<file path="src/rtl/ub_ctrl_pkg.sv">
// Shared types and constants for the unified-buffer read controller.
// Lane 2 trails lane 1 by LANE2_SKEW cycles to form the array's diagonal skew.
package ub_ctrl_pkg;

    typedef enum logic [1:0] {
        IDLE,
        ISSUE,
        DRAIN,
        DONE
    } ub_rd_state_t;

    localparam int DATA_W     = 16;
    localparam int ADDR_W     = 9;
    localparam int LANE2_SKEW = 1;

endpackage

</file>
<file path="src/rtl/ub_read_controller_lane_skew_reg.sv">
// Data+valid delay line of configurable depth.
// Data is zeroed on entry whenever valid is low, so idle outputs read 0.
module lane_skew_reg #(
    parameter int DEPTH = 1,
    parameter int WIDTH = 16
) (
    input  logic             clk,
    input  logic             rst,
    input  logic [WIDTH-1:0] data_in,
    input  logic             valid_in,
    output logic [WIDTH-1:0] data_out,
    output logic             valid_out
);

    logic [WIDTH-1:0] data_q [DEPTH];
    logic [DEPTH-1:0] valid_q;

    always_ff @(posedge clk or posedge rst) begin
        if (rst) begin
            for (int i = 0; i < DEPTH; i++) begin
                data_q[i] <= '0;
            end
            valid_q <= '0;
        end else begin
            data_q[0]  <= valid_in ? data_in : '0;
            valid_q[0] <= valid_in;
            for (int i = 1; i < DEPTH; i++) begin
                data_q[i]  <= data_q[i-1];
                valid_q[i] <= valid_q[i-1];
            end
        end
    end

    assign data_out  = data_q[DEPTH-1];
    assign valid_out = valid_q[DEPTH-1];

endmodule

</file>
<file path="src/rtl/ub_read_controller.sv">
// Streams a 2xN operand out of the unified buffer into the two
// left-edge lanes of the systolic array, lane 2 skewed by one cycle.
module ub_read_controller #(
    parameter int UNIFIED_BUFFER_WIDTH = 50,
    parameter int ADDR_W               = 9,
    parameter int LEN_W                = 8,
    parameter int DATA_W               = 16
) (
    input  logic              clk,
    input  logic              rst,
    input  logic              start_in,
    input  logic [ADDR_W-1:0] base_addr_in,
    input  logic [LEN_W-1:0]  num_rows_in,
    input  logic              transpose_in,
    output logic              ub_rd_en_out,
    output logic [ADDR_W-1:0] ub_rd_addr_1_out,
    output logic [ADDR_W-1:0] ub_rd_addr_2_out,
    input  logic [DATA_W-1:0] ub_rd_data_1_in,
    input  logic [DATA_W-1:0] ub_rd_data_2_in,
    output logic [DATA_W-1:0] sys_data_1_out,
    output logic [DATA_W-1:0] sys_data_2_out,
    output logic              sys_valid_1_out,
    output logic              sys_valid_2_out,
    output logic              busy_out,
    output logic              done_out,
    output logic              err_out
);

    import ub_ctrl_pkg::*;

    localparam int EW = ADDR_W + 2;
    localparam logic [EW-1:0] LAST = EW'(UNIFIED_BUFFER_WIDTH - 1);

    ub_rd_state_t state, state_n;

    logic [ADDR_W-1:0] base_q, base_n;
    logic [LEN_W-1:0]  rows_q, rows_n;
    logic [LEN_W-1:0]  row_q, row_n;
    logic              tp_q, tp_n;
    logic [1:0]        drain_q, drain_n;
    logic              rd_en_n, err_n;
    logic [ADDR_W-1:0] addr1_n, addr2_n;
    logic              rd_vld_q;
    logic [EW-1:0]     end_addr;

    function automatic logic [ADDR_W-1:0] lane_addr(
        input logic [ADDR_W-1:0] b,
        input logic [LEN_W-1:0]  n,
        input logic [LEN_W-1:0]  r,
        input logic              tp,
        input logic              second
    );
        // Column-major: lane 2 reads the second column, N entries further on.
        if (tp) begin
            return b + ADDR_W'(r) + (second ? ADDR_W'(n) : '0);
        end
        return b + ADDR_W'({r, 1'b0}) + ADDR_W'(second);
    endfunction

    assign end_addr = EW'(base_addr_in) + (EW'(num_rows_in) << 1) - EW'(1);

    always_comb begin
        state_n = state;
        base_n  = base_q;
        rows_n  = rows_q;
        row_n   = row_q;
        tp_n    = tp_q;
        drain_n = drain_q;
        rd_en_n = 1'b0;
        addr1_n = '0;
        addr2_n = '0;
        err_n   = 1'b0;
        unique case (state)
            IDLE: begin
                if (start_in) begin
                    base_n  = base_addr_in;
                    rows_n  = num_rows_in;
                    tp_n    = transpose_in;
                    row_n   = '0;
                    drain_n = '0;
                    if (num_rows_in == '0) begin
                        state_n = DONE;
                    end else if (end_addr > LAST) begin
                        err_n = 1'b1;
                    end else begin
                        state_n = ISSUE;
                        rd_en_n = 1'b1;
                        addr1_n = lane_addr(base_addr_in, num_rows_in,
                                            '0, transpose_in, 1'b0);
                        addr2_n = lane_addr(base_addr_in, num_rows_in,
                                            '0, transpose_in, 1'b1);
                    end
                end
            end
            ISSUE: begin
                if (row_q == rows_q - LEN_W'(1)) begin
                    state_n = DRAIN;
                end else begin
                    row_n   = row_q + LEN_W'(1);
                    rd_en_n = 1'b1;
                    addr1_n = lane_addr(base_q, rows_q, row_n, tp_q, 1'b0);
                    addr2_n = lane_addr(base_q, rows_q, row_n, tp_q, 1'b1);
                end
            end
            DRAIN: begin
                // Three cycles cover UB latency, lane-1 and lane-2 stages.
                if (drain_q == 2'd2) begin
                    state_n = DONE;
                end else begin
                    drain_n = drain_q + 2'd1;
                end
            end
            DONE: begin
                state_n = IDLE;
            end
            default: begin
                state_n = IDLE;
            end
        endcase
    end

    always_ff @(posedge clk or posedge rst) begin
        if (rst) begin
            state            <= IDLE;
            base_q           <= '0;
            rows_q           <= '0;
            row_q            <= '0;
            tp_q             <= 1'b0;
            drain_q          <= '0;
            ub_rd_en_out     <= 1'b0;
            ub_rd_addr_1_out <= '0;
            ub_rd_addr_2_out <= '0;
            busy_out         <= 1'b0;
            done_out         <= 1'b0;
            err_out          <= 1'b0;
            rd_vld_q         <= 1'b0;
        end else begin
            state            <= state_n;
            base_q           <= base_n;
            rows_q           <= rows_n;
            row_q            <= row_n;
            tp_q             <= tp_n;
            drain_q          <= drain_n;
            ub_rd_en_out     <= rd_en_n;
            ub_rd_addr_1_out <= addr1_n;
            ub_rd_addr_2_out <= addr2_n;
            busy_out         <= (state_n == ISSUE) || (state_n == DRAIN);
            done_out         <= (state_n == DONE);
            err_out          <= err_n;
            rd_vld_q         <= ub_rd_en_out;
        end
    end

    lane_skew_reg #(
        .DEPTH(1),
        .WIDTH(DATA_W)
    ) u_lane1 (
        .clk      (clk),
        .rst      (rst),
        .data_in  (ub_rd_data_1_in),
        .valid_in (rd_vld_q),
        .data_out (sys_data_1_out),
        .valid_out(sys_valid_1_out)
    );

    lane_skew_reg #(
        .DEPTH(1 + LANE2_SKEW),
        .WIDTH(DATA_W)
    ) u_lane2 (
        .clk      (clk),
        .rst      (rst),
        .data_in  (ub_rd_data_2_in),
        .valid_in (rd_vld_q),
        .data_out (sys_data_2_out),
        .valid_out(sys_valid_2_out)
    );

endmodule

</file>
<file path="config.mk">
export PLATFORM = sky130hd
export DESIGN_NAME = ub_read_controller
export DESIGN_NICKNAME = d
export VERILOG_FILES = /design/src/rtl/ub_ctrl_pkg.sv /design/src/rtl/ub_read_controller_lane_skew_reg.sv /design/src/rtl/ub_read_controller.sv
export SDC_FILE = /design/constraint.sdc
export NUM_CORES = 1
export LEC_CHECK = 0
export ABC_AREA = 0
export BUFFER_PORTS_ARGS = -buffer_cell sky130_fd_sc_hd__buf_4
export CAP_MARGIN = 30
export CELL_PAD_IN_SITES_DETAIL_PLACEMENT = 2
export CELL_PAD_IN_SITES_GLOBAL_PLACEMENT = 2
export CORE_ASPECT_RATIO = 0.5
export CORE_MARGIN = 2
export CORE_UTILIZATION = 32
export DETAILED_ROUTE_END_ITERATION = 10
export HOLD_SLACK_MARGIN = 0.03
export PLACE_DENSITY_LB_ADDON = 0.1
export SYNTH_ARGS = -nofsm -noshare
export SYNTH_HDL_FRONTEND = slang
export SYNTH_SLANG_ARGS = --single-unit
export TNS_END_PERCENT = 10
</file>
<file path="constraint.sdc">
create_clock -name clk -period 3.1 [get_ports clk]
set_clock_uncertainty 0.15 [all_clocks]
set_input_delay 0.31 -clock clk [delete_from_list [all_inputs] [get_ports clk]]
set_output_delay 0.31 -clock clk [all_outputs]
set_load 0.005 [all_outputs]
</file>
==> Word-level counts from Yosys, hierarchy flattened <==
Cells that the tools add are included.
{ "op_classes": {"add_sub_neg": 11, "order_cmp": 1, "n_eq_ne": 11, "muxes": 49, "n_reduce_logical": 8} }
{ "ops": {"columns": ["operator", "count"], "rows": [
  ["two-way mux 9 bit", 16],
  ["case mux 9 bit (2 select lines)", 2],
  ["two-way mux 16 bit", 2],
  ["adder 9 x 8 -> 9 bit", 3],
  ["adder 9 x 1 -> 9 bit, second input constant", 2],
  ["two-way mux 1 bit", 16],
  ["two-way mux 8 bit", 2],
  ["case mux 8 bit (2 select lines)", 1],
  ["two-way mux 2 bit", 7],
  ["> comparator 11 x 6 -> 1 bit, second input constant", 1],
  ["subtractor 10 x 1 -> 11 bit, second input constant", 1],
  ["adder 9 x 9 -> 10 bit", 1],
  ["equality test 2 bit, second input constant", 5],
  ["adder 9 bit", 1],
  ["adder 8 x 1 -> 8 bit, second input constant", 1],
  ["equality test 8 bit", 1],
  ["logical NOT 8 bit", 1],
  ["case mux 2 bit (4 select lines)", 1],
  ["subtractor 8 x 1 -> 8 bit, second input constant", 1],
  ["inequality test 2 bit, second input constant", 3],
  ["AND reduction 3 bit", 2],
  ["equality test 2 x 1 -> 1 bit, second input constant", 2],
  ["case mux 2 bit (2 select lines)", 1],
  ["nonzero test 2 bit", 2],
  ["other kinds (5)", 5]
]} }
{ "totals": {"reg_bits": 104, "elab_cells": 98} }

==> Logic depth before layout (Yosys ltp) <==
Gate-level depths: netlist (run 1).
{ "depth": {"depth_word": 12, "depth_mapped": 16, "depth_no_buf": 16} }

==> By module <==
Synthesis (run 1) repeated with hierarchy kept, for this count alone.
{ "hier_totals": {"cells_unflattened": 608, "hier_area_um2": 6262.3} }
{ "modules_own_cells": {"columns": ["module", "n_inst", "cells_each", "area_per_inst_um2", "seq_area_each_um2"], "rows": [
  ["ub_read_controller", 1, 505, 4605.7, 1326.3],
  ["lane_skew_reg (u_lane2)", 1, 68, 1101.1, 850.8],
  ["lane_skew_reg (u_lane1)", 1, 35, 555.5, 425.4]
]} }

==> Least setup slack after synthesis (run 1) <==
OpenSTA, ideal clock, no wires.
{ "synth_timing": {"kind": "register -> register", "start": "register row_q[0]", "end": "register ub_rd_addr_2_out[8]", "t_arrival_ns": 3.012, "required_ns": 2.825, "setup_slack_ns": -0.187, "path_stages_with_launch": 16, "n_path_buf": 0, "synth_period_minus_slack_ns": 3.287, "path_cell_list": "dfrtp_1 > ha_1 > nand3_1 > xnor2_1 > ha_1 > a21o_1 > o21a_1 > o21a_1 > nor2_1 > xnor2_1 > ha_1 > nor2b_1 > o41a_1 > a211oi_1 > nand4b_1 > nand3_2"} }
{ "synth_between": {"elab_chain_cells": 7, "word_cells_on_any_way": 10} }
{ "synth_lines": {"columns": ["item", "line", "rtl"], "rows": [
  ["from (decl)", "ub_read_controller.sv:38", "logic [LEN_W-1:0] row_q, row_n;"],
  ["from (signal assigned)", "ub_read_controller.sv:141", "row_q <= row_n;"],
  ["adder 8 x 1 -> 8 bit", "ub_read_controller.sv:99", "row_n = row_q + LEN_W'(1);"],
  ["adder 9 x 8 -> 9 bit (2 in series)", "ub_read_controller.sv:55", "return b + ADDR_W'(r) + (second ? ADDR_W'(n) : '0);"],
  ["two-way mux 9 bit", "ub_read_controller.sv:54", "if (tp) begin"],
  ["two-way mux 9 bit", "ub_read_controller.sv:57", "return b + ADDR_W'({r, 1'b0}) + ADDR_W'(second);"],
  ["two-way mux 9 bit *", "ub_read_controller.sv:96", "if (row_q == rows_q - LEN_W'(1)) begin"],
  ["case mux 9 bit (2 select lines) *", "ub_read_controller.sv:73", "unique case (state)"],
  ["named net addr2_n[8]", "ub_read_controller.sv:42", "logic [ADDR_W-1:0] addr1_n, addr2_n;"],
  ["to (signal assigned)", "ub_read_controller.sv:146", "ub_rd_addr_2_out <= addr2_n;"],
  ["to (decl)", "ub_read_controller.sv:17", "output logic [ADDR_W-1:0] ub_rd_addr_2_out,"]
]} }
Mark *: on every way through the listed nets, which the timed path passes. The rest lies on a longest branch. The select of a mux whose other input is x is not followed.
A chain may end at the register's enable or synchronous reset.

==> Worst setup path after layout (run 1) <==
{ "layout_timing": {"start": "register row_q[1]", "end": "register ub_rd_addr_2_out[8]"} }
The elaborated chain is that of the path after synthesis.

==> reports/qor.csv, run 1 <==
metric,value,unit
crit_buf_inv,2,
synth_top_area_cell,dfrtp_1,
drt_iter0_drc,147,
p_leak,4.38,nW
finalMaxSlewViolations,0,
start_util,0.324,
cts.path.max_buffers,2,
path_cells,"buf_4, buf_4, nand3_2, xnor2_2, ha_1, o21a_2, a21o_1, a2111oi_4, nor3b_1, or4_1, a211o_1, nand3_2",
crit_start,row_q[1],
die_area,20800,µm²
rsz0062_at_grt,yes,
grt_pass1_vias,6020,
cts_tree,yes,
clk_latency,350,ps
slew_headroom,0.448,
drcViolationCount,0,
final_antenna_net_count,0,
start_kind,flip-flop,
hpwl,16400,µm
irDropWorstVdd,0.296,mV
drt_first_pass_iters,4,
finalSetupViolations,6,
fmax,298,MHz
avgRoutedWirePerCell,20.6,µm
drv_cap,0,
avgSynthCellArea,10.1,µm²
numCtsBuffers,9,
cp_top_family,compound AO/OA/AOI/OAI gates,
track_usage,0.225,
grt_pass1_wl,35200,µm
finalSetupTns,-532,ps
hold_viol,0,
row_count,36,
antenna_found_initial,0,
cpPeakStageDelay,480,ps
yosysWarnings,0,
grt_start_max_net_pins,42,
swShare,0.404,
syn_area,6260,µm²
yosysTopAreaCellShare,0.412,
tightest_slew,826,ps
cp.required,3240,ps
overflow,0,
cts_root_buf,clkbuf_16,
nets,943,
yosysSeqAreaShare,0.412,
clock-sinks,103,
ys_ff_latch,103,
syn_inst,620,
gp_congestion,0.777,
vias_per_cell,4.86,
port_buffers,108,
drive_above_1_share,0.345,
clkPwrFrac,0.177,
synth_edf_count,0,
switchingPower,2.65,mW
synthArstFlopShare,1.00,
synth.area.top_cells,"dfrtp_1 (41%), ha_1 (11%), and2_1 (4.3%)",
synth-main-ff-cell,dfrtp_1,
combPwrFrac,0.544,
dp_slack,-444,ps
die_h,103,µm
arrival,3500,ps
layout_min_cycle_time,3350,ps
power_density,741,nW/µm²
clkTransAtPathRegs,80,ps
p_seq_frac,0.279,
worstPathMaxFanout,4,
p_int,3.91,mW
rr_startpoint,row_q[1],
setup_slack,-253,ps
critPathKind,flip-flop to flip-flop,
hold_path_class,primary input to flip-flop,
end_kind,flip-flop,
cp_slowest_cell,or4_1,
via_count,5355,
synth.distinct_cells,62,
wl,22700,µm
fp.coreArea,19300,µm²
htree_levels,3,
die_x,202,µm
syn_to_final_growth,41.2,%
min_from,ub_rd_data_1_in[12],
violations,negative setup slack,
status,finished with violations,
syn_nets,733,
fin_crit_sh,1.08,
num_io_pins,109,
layout by cell type (no fill, tap or decap), types with 4 or more instances in the layout:
master / count
dlygate4sd3_1: 31
clkbuf_16: 9
mux2_2: 14
nor3b_1: 4
o21ai_0: 14
nor2_2: 4
nor3_2: 4
a21o_1: 12
xnor2_1: 24
nand3b_1: 4
and2_1: 43
xor2_1: 11
nand3_1: 4
ha_1: 47
inv_1: 60
nor2_1: 20
a21oi_1: 17
a21oi_2: 4
ha_4: 7
o22ai_1: 18
nand2_1: 40
dfrtp_1: 101
mux2i_1: 12
o2111ai_1: 4
nand2b_1: 5
buf_4: 198
o21a_1: 7
o211ai_1: 4
nor3_1: 12
nor2b_1: 5
final timing paths:
check / to / slack, ps / depth (start not counted)
worst max-delay path: ub_rd_addr_2_out[8] / -250 / 12
worst min-delay path: u_lane1.data_out[12] / 60 / 2
worst max register to register: ub_rd_addr_2_out[8] / -250 / 12
worst min register to register: u_lane2.data_out[7] / 210 / 0
max in group asynchronous: u_lane2.data_q[19] / 1440 / 4
min in group asynchronous: state[0] / 520 / 3
cell families (layout without fill, tap and decap cells):
group                    Yosys count  after routing  synth area share
AND/OR/NAND/NOR                  168            168             0.143
adder cells (fa/ha/maj)           60             60             0.126
XOR/XNOR                          42             42            0.0610
other                              0              1                 0
buffers and inverters             93            307            0.0659
AO/OA/AOI/OAI                    128            128             0.148
multiplexers                      26             26            0.0444
flip-flops                       103            103             0.412
stage by stage:
stage                     hold WS, ps  power (mW)  cells  area (µm²)  utilization
after global placement            182        4.98   1048        7910        0.409
final                            63.8        6.55   1101        8840        0.458
after floorplan                   181        3.71    620        6290            -
after global routing             60.6        7.06   1100        8840        0.457
after detailed placement          187        5.09   1048        7910        0.409
after CTS                        34.5        6.46   1099        8680        0.449
power groups by stage:
stage / clock network (mW) / registers [mW] / logic [mW]
CTS: 1.20 / 1.81 / 3.44
global route: 1.24 / 1.87 / 3.95
floorplan: 0 / 1.74 / 1.98
finish: 1.16 / 1.83 / 3.57
detailed placement: 0 / 1.83 / 3.25
global placement: 0 / 1.82 / 3.16
routing by layer:
metal / up-vias / routed length [µm] / GRT usage
li1: 2551 / - / -
met1: 2701 / 11500 / 0.316
met2: 89 / 10300 / 0.376
met3: 14 / 680 / 0.0338
met4: 0 / 180 / 0.0424
met5: - / 0 / 0
state kept, by name (all words and copies together), names as in the netlist:
signal / count
base_q: 9
busy_out: 1
done_out: 1
drain_q: 2
err_out: 1
rd_vld_q: 1
row_q: 8
rows_q: 8
state: 2
tp_q: 1
u_lane1.data_out: 16
u_lane2.data_out: 16
u_lane2.data_q: 16
u_lane2.valid_q: 2
ub_rd_addr_1_out: 9
ub_rd_addr_2_out: 9
ub_rd_en_out: 1
timing repair:
| action | CTS | global route |
|---|---|---|
| setup buffers | 5 | 1 |
| endpoints found under the hold margin | 64 | 0 |
| hold buffers | 31 | 0 |
| resized for setup | 25 | 25 |
| pin swaps | 17 | 12 |
| setup endpoints to repair | 7 | 20 |
synthesized netlist by cell type, types with 8 or more instances:
master      n
nor2_1     25
clkbuf_1   13
inv_1      61
xnor2_1    28
a21oi_1    21
o21ai_0    15
mux2_2     14
o22ai_1    19
buf_4      16
mux2i_1    12
nand2_1    40
dfrtp_1   103
xor2_1     13
nor3_1     16
ha_1       55
a21o_1     12
nor2b_1     8
and2_1     43
area by class of cell:
| cell class | count | area, µm² |
|---|---|---|
| Fill cell | 1997 | 10500 |
| Clock buffer | 9 | 225 |
| Sequential cell | 103 | 2580 |
| Tap cell | 266 | 333 |
| Timing Repair Buffer | 231 | 1830 |
| Inverter | 61 | 233 |
| Clock inverter | 6 | 55.1 |
| Multi-Input combinational cell | 424 | 3580 |
| Antenna cell | 1 | 2.50 |
Note: power is estimated with default switching activity, not from simulation.
==> inputs of run 2 (changes only) <==
--- a/config.mk
+++ b/config.mk
@@ -8,14 +8,12 @@
 export ABC_AREA = 0
 export BUFFER_PORTS_ARGS = -buffer_cell sky130_fd_sc_hd__buf_4
 export CAP_MARGIN = 30
-export CELL_PAD_IN_SITES_DETAIL_PLACEMENT = 2
-export CELL_PAD_IN_SITES_GLOBAL_PLACEMENT = 2
 export CORE_ASPECT_RATIO = 0.5
 export CORE_MARGIN = 2
-export CORE_UTILIZATION = 32
+export CORE_UTILIZATION = 57
 export DETAILED_ROUTE_END_ITERATION = 10
 export HOLD_SLACK_MARGIN = 0.03
-export PLACE_DENSITY_LB_ADDON = 0.1
+export PLACE_DENSITY = 0.81
 export SYNTH_ARGS = -nofsm -noshare
 export SYNTH_HDL_FRONTEND = slang
 export SYNTH_SLANG_ARGS = --single-unit
==> constraint.sdc (replaced) <==
create_clock -name clk -period 3.6 [get_ports clk]
set_clock_uncertainty 0.15 [all_clocks]
set_input_delay 0.36 -clock clk [delete_from_list [all_inputs] [get_ports clk]]
set_output_delay 0.36 -clock clk [all_outputs]
set_load 0.005 [all_outputs]
==> run 2 against run 1 <==
The flow now finishes without violations. Power is 24% lower. Critical path depth is 3 higher. Combinational power is 34% lower. Clock power is 14% lower. Via count is 7.5% lower. Sequential power is 14% lower. Critical endpoint unchanged. Fmax is 2.9% lower.
==> reports/qor.csv, run 2 (synthesized netlist as in run 1, its figures left out) <==
metric,value,unit
grt_pass1_wl,25100,µm
num_io_pins,109,
finalSetupViolations,0,
via_count,4954,
arrival,3540,ps
cts_root_buf,clkbuf_16,
status,completed,
port_buffers,108,
finalSetupTns,0,ps
holdPathStages,2,
cts_tree,yes,
layout_min_cycle_time,3450,ps
hold_viol,0,
syn_to_final_growth,20.8,%
grt_pass1_vias,5026,
final_antenna_net_count,0,
setup_slack,148,ps
drt_first_pass_iters,5,
start_kind,flip-flop,
layout_common_cells,"buf_4 (122), dfrtp_1 (101), inv_1 (60)",
finalMaxSlewViolations,0,
grt_start_max_net_pins,50,
drive_above_1_share,0.246,
clk_latency,360,ps
fin_util,0.724,
critPathKind,flip-flop to flip-flop,
die_h,78.1,µm
nets,836,
antenna_found_initial,0,
overflow,0,
htree_levels,3,
tightest_slew,840,ps
wl,15600,µm
ff_latch_area,2580,µm²
gp_congestion,0.900,
hold_path_class,primary input to flip-flop,
drt_iter0_drc,360,
p_leak,3.86,nW
end_kind,flip-flop,
clock-sinks,103,
track_usage,0.267,
clkTransAtPathRegs,80,ps
multi_input_area,3340,µm²
hpwl,11600,µm
rsz0062_at_grt,no,
row_count,26,
fmax,290,MHz
final_common_cell,buf_4,
start_util,0.600,
r2r_cells,15,
cp.required,3690,ps
drv_cap,0,
cts.path.max_buffers,2,
fillerInstances,739,
drcViolationCount,0,
power,4.95,mW
worstPathMaxFanout,4,
vias_per_cell,5.71,
irDropWorstVdd,0.348,mV
fp.coreArea,10400,µm²
numCtsBuffers,9,
die_area,11900,µm²
dp_slack,41.4,ps
fin_crit_sh,0.959,
slew_headroom,0.435,
power_density,654,nW/µm²
die_x,152,µm
avgRoutedWirePerCell,18.0,µm
n_antenna_cell,0,
[run 2: per-stage QoR]
step                      area (µm²)  instances  hold slack, ps
after CTS                       7490        866            59.4
after global placement          7160        848             181
after global routing            7560        868            60.6
after detailed placement        7180        849             185
after floorplan                 6260        620             181
final                           7560        868            62.1
[run 2: timing repair]
item	in CTS	in global routing
hold endpoints to repair	47	0
setup endpoints to repair	0	2
resized for setup	0	14
hold buffers	1	0
setup buffers	0	2
[run 2: path summary, 6_finish.rpt]
path | start | slack (ps) | endpoint
max in group asynchronous | rst | 1990 | row_q[1]
worst min register to register | u_lane2.data_q[16] | 200 | u_lane2.data_out[0]
min in group asynchronous | rst | 470 | u_lane1.data_out[14]
worst max register to register | row_q[0] | 150 | ub_rd_addr_2_out[8]
worst min-delay path | ub_rd_data_2_in[1] | 60 | u_lane2.data_q[17]
worst max-delay path | row_q[0] | 150 | ub_rd_addr_2_out[8]
[run 2: power by group]
part / switching (mW) / internal [mW] / total (mW)
clock network: 0.492 / 0.509 / 1.00
logic: 1.25 / 1.12 / 2.37
registers: 0.221 / 1.35 / 1.57
[run 2: final cells by class]
type / count / area share
clock inverter: 6 / 0.00827
sequential: 103 / 0.341
clock buffer: 10 / 0.0316
multi-input combinational: 424 / 0.441
inverter: 61 / 0.0306
timing repair buffer: 124 / 0.124
tap: 140 / 0.0232
[run 2: worst max-delay path, cell delays in order (launching register included)]
cell and delay [ps]:
dfrtp_1 420, ha_4 190, nand3_1 140, xnor2_2 200, ha_1 360, a21o_1 210
o21a_1 200, o21a_1 190, nor2_1 120, xnor2_1 140, ha_1 290, nor2b_1 140
o41a_1 120, a211oi_1 220, nand4b_1 170, nand3_2 80
[run 2: per-layer routing]
layer  GRT usage  share of wire
met1       0.369           0.46
met2       0.427           0.45
met3      0.0591          0.075
met4      0.0822          0.015
met5           0              0
==> inputs of run 3 (changes only) <==
--- a/config.mk
+++ b/config.mk
@@ -9,7 +9,6 @@
 export BUFFER_PORTS_ARGS = -buffer_cell sky130_fd_sc_hd__buf_4
 export CAP_MARGIN = 30
 export CORE_ASPECT_RATIO = 0.5
-export CORE_MARGIN = 2
 export CORE_UTILIZATION = 57
 export DETAILED_ROUTE_END_ITERATION = 10
 export HOLD_SLACK_MARGIN = 0.03
==> run 3 against run 2 <==
Non-clock buffer count decreased by 4. Clock power decreased by 6%. Power decreased by 2.8%. Worst setup slack got worse by 17 ps. Register-to-register slack got worse by 20 ps. Flip-flop and latch count unchanged. Worst hold slack improved by 9.5 ps. First-iteration DRC count decreased by 10%. Critical path depth unchanged. Sequential power about the same. Global-route usage increased by 0.45 points. Combinational power decreased by 3%. Critical path type unchanged. Critical endpoint unchanged.
==> reports/qor.csv, run 3 (synthesized netlist as in run 1, its figures left out) <==
metric,value,unit
status,completed,
start_util,0.600,
avgRoutedWirePerCell,17.4,µm
layout_min_cycle_time,3470,ps
start_kind,flip-flop,
syn_to_final_growth,19.9,%
n_antenna_cell,0,
worstPathMaxFanout,6,
via_count,4886,
drt_iter0_drc,323,
gp_congestion,0.887,
tightest_slew,752,ps
drcViolationCount,0,
vias_per_cell,5.66,
port_buffers,108,
hold_path_class,primary input to flip-flop,
grt_pass1_wl,23900,µm
cts_tree,yes,
finalSetupViolations,0,
whs,71.6,ps
cp.required,3680,ps
hpwl,11500,µm
cts.path.max_buffers,2,
grt_pass1_vias,4724,
fin_crit_sh,0.964,
layout_common_cells,"buf_4 (118), dfrtp_1 (101), inv_1 (60)",
overflow,0,
drive_above_1_share,0.239,
antenna_found_initial,0,
num_io_pins,109,
slew_headroom,0.499,
power_density,641,nW/µm²
row_count,26,
p_leak,3.83,nW
die_x,150,µm
track_usage,0.272,
die_area,11400,µm²
drv_cap,0,
hold_viol,0,
clkTransAtPathRegs,70,ps
grt_start_max_net_pins,56,
clk_latency,350,ps
postCtsSetupRepairBufs,0,
htree_levels,3,
arrival,3550,ps
irDropWorstVdd,0.405,mV
numCtsBuffers,9,
fmax,288,MHz
clock-sinks,103,
final_antenna_net_count,0,
placedCellCount,847,
power,4.81,mW
fp.coreArea,10400,µm²
nets,832,
final_common_cell,buf_4,
finalNonFillerCells,863,
die_h,76.1,µm
wl,15100,µm
drt_first_pass_iters,5,
finalMaxSlewViolations,0,
critPathKind,flip-flop to flip-flop,
end_kind,flip-flop,
cts_root_buf,clkbuf_16,
run 3: cell types whose count changed in the layout (fill, tap and decap cells not counted), sizes merged:
cell	before	now
clkbuf	10	9
inv	65	64
buf	123	119
clkinv	2	1
clkinvlp	0	2
run 3: final timing paths:
path                                          start                    to  slack (ps)  cells past startpoint
min in group asynchronous                       rst   u_lane1.data_out[8]         540                      3
worst min-delay path            ub_rd_data_1_in[10]  u_lane1.data_out[10]          70                      2
worst max register to register             row_q[0]   ub_rd_addr_2_out[8]         130                     15
worst min register to register   u_lane2.data_q[17]   u_lane2.data_out[1]         200                      0
worst max-delay path                       row_q[0]   ub_rd_addr_2_out[8]         130                     15
max in group asynchronous                       rst              row_q[1]        1920                      4
run 3: metal layers:
metal / part of all wire / track usage
met4: 0.014 / 0.0717
met2: 0.45 / 0.429
met3: 0.078 / 0.0587
met1: 0.46 / 0.379
met5: 0 / 0
run 3: stage by stage:
| step | setup TNS (ps) | cell area (µm²) | utilization | setup WS, ps |
|---|---|---|---|---|
| 2_1_floorplan | 0 | 6260 | - | 313 |
| 3_3_place_gp | 0 | 7150 | 0.684 | 102 |
| 3_5_place_dp | -20.2 | 7160 | 0.686 | -20.2 |
| 4_1_cts | 0 | 7450 | 0.714 | 19.1 |
| 5_1_grt | -0.234 | 7510 | 0.719 | -0.234 |
| 6_report | 0 | 7510 | 0.719 | 131 |
run 3: worst max-delay path: stages (launching register included):
cell and delay (ps):
dfrtp_2 460, ha_4 200, xor2_2 190, ha_1 350, a21oi_1 200, a21oi_1 120
o21a_1 210, o21a_1 200, nor2_1 140, xnor2_1 140, ha_1 270, nor2b_1 140
o41a_1 140, a211oi_2 200, nand4b_1 160, nand3_2 90
run 3: power by group:
| part | switching [mW] | total (mW) | internal [mW] |
|---|---|---|---|
| clock network | 0.459 | 0.938 | 0.479 |
| logic | 1.21 | 2.30 | 1.09 |
| registers | 0.221 | 1.57 | 1.35 |
run 3: area by class of cell:
class,instances,area [µm²]
multi-input combinational,424,3330
fill,772,2930
sequential,103,2580
timing repair buffer,120,911
inverter,61,231
clock buffer,9,225
tap,140,175
clock inverter,6,55.1
run 3: timing repair:
item	4_1_cts	5_1_grt
hold endpoints to repair	53	0
resized for setup	0	13
hold buffers	1	0
setup endpoints to repair	0	2
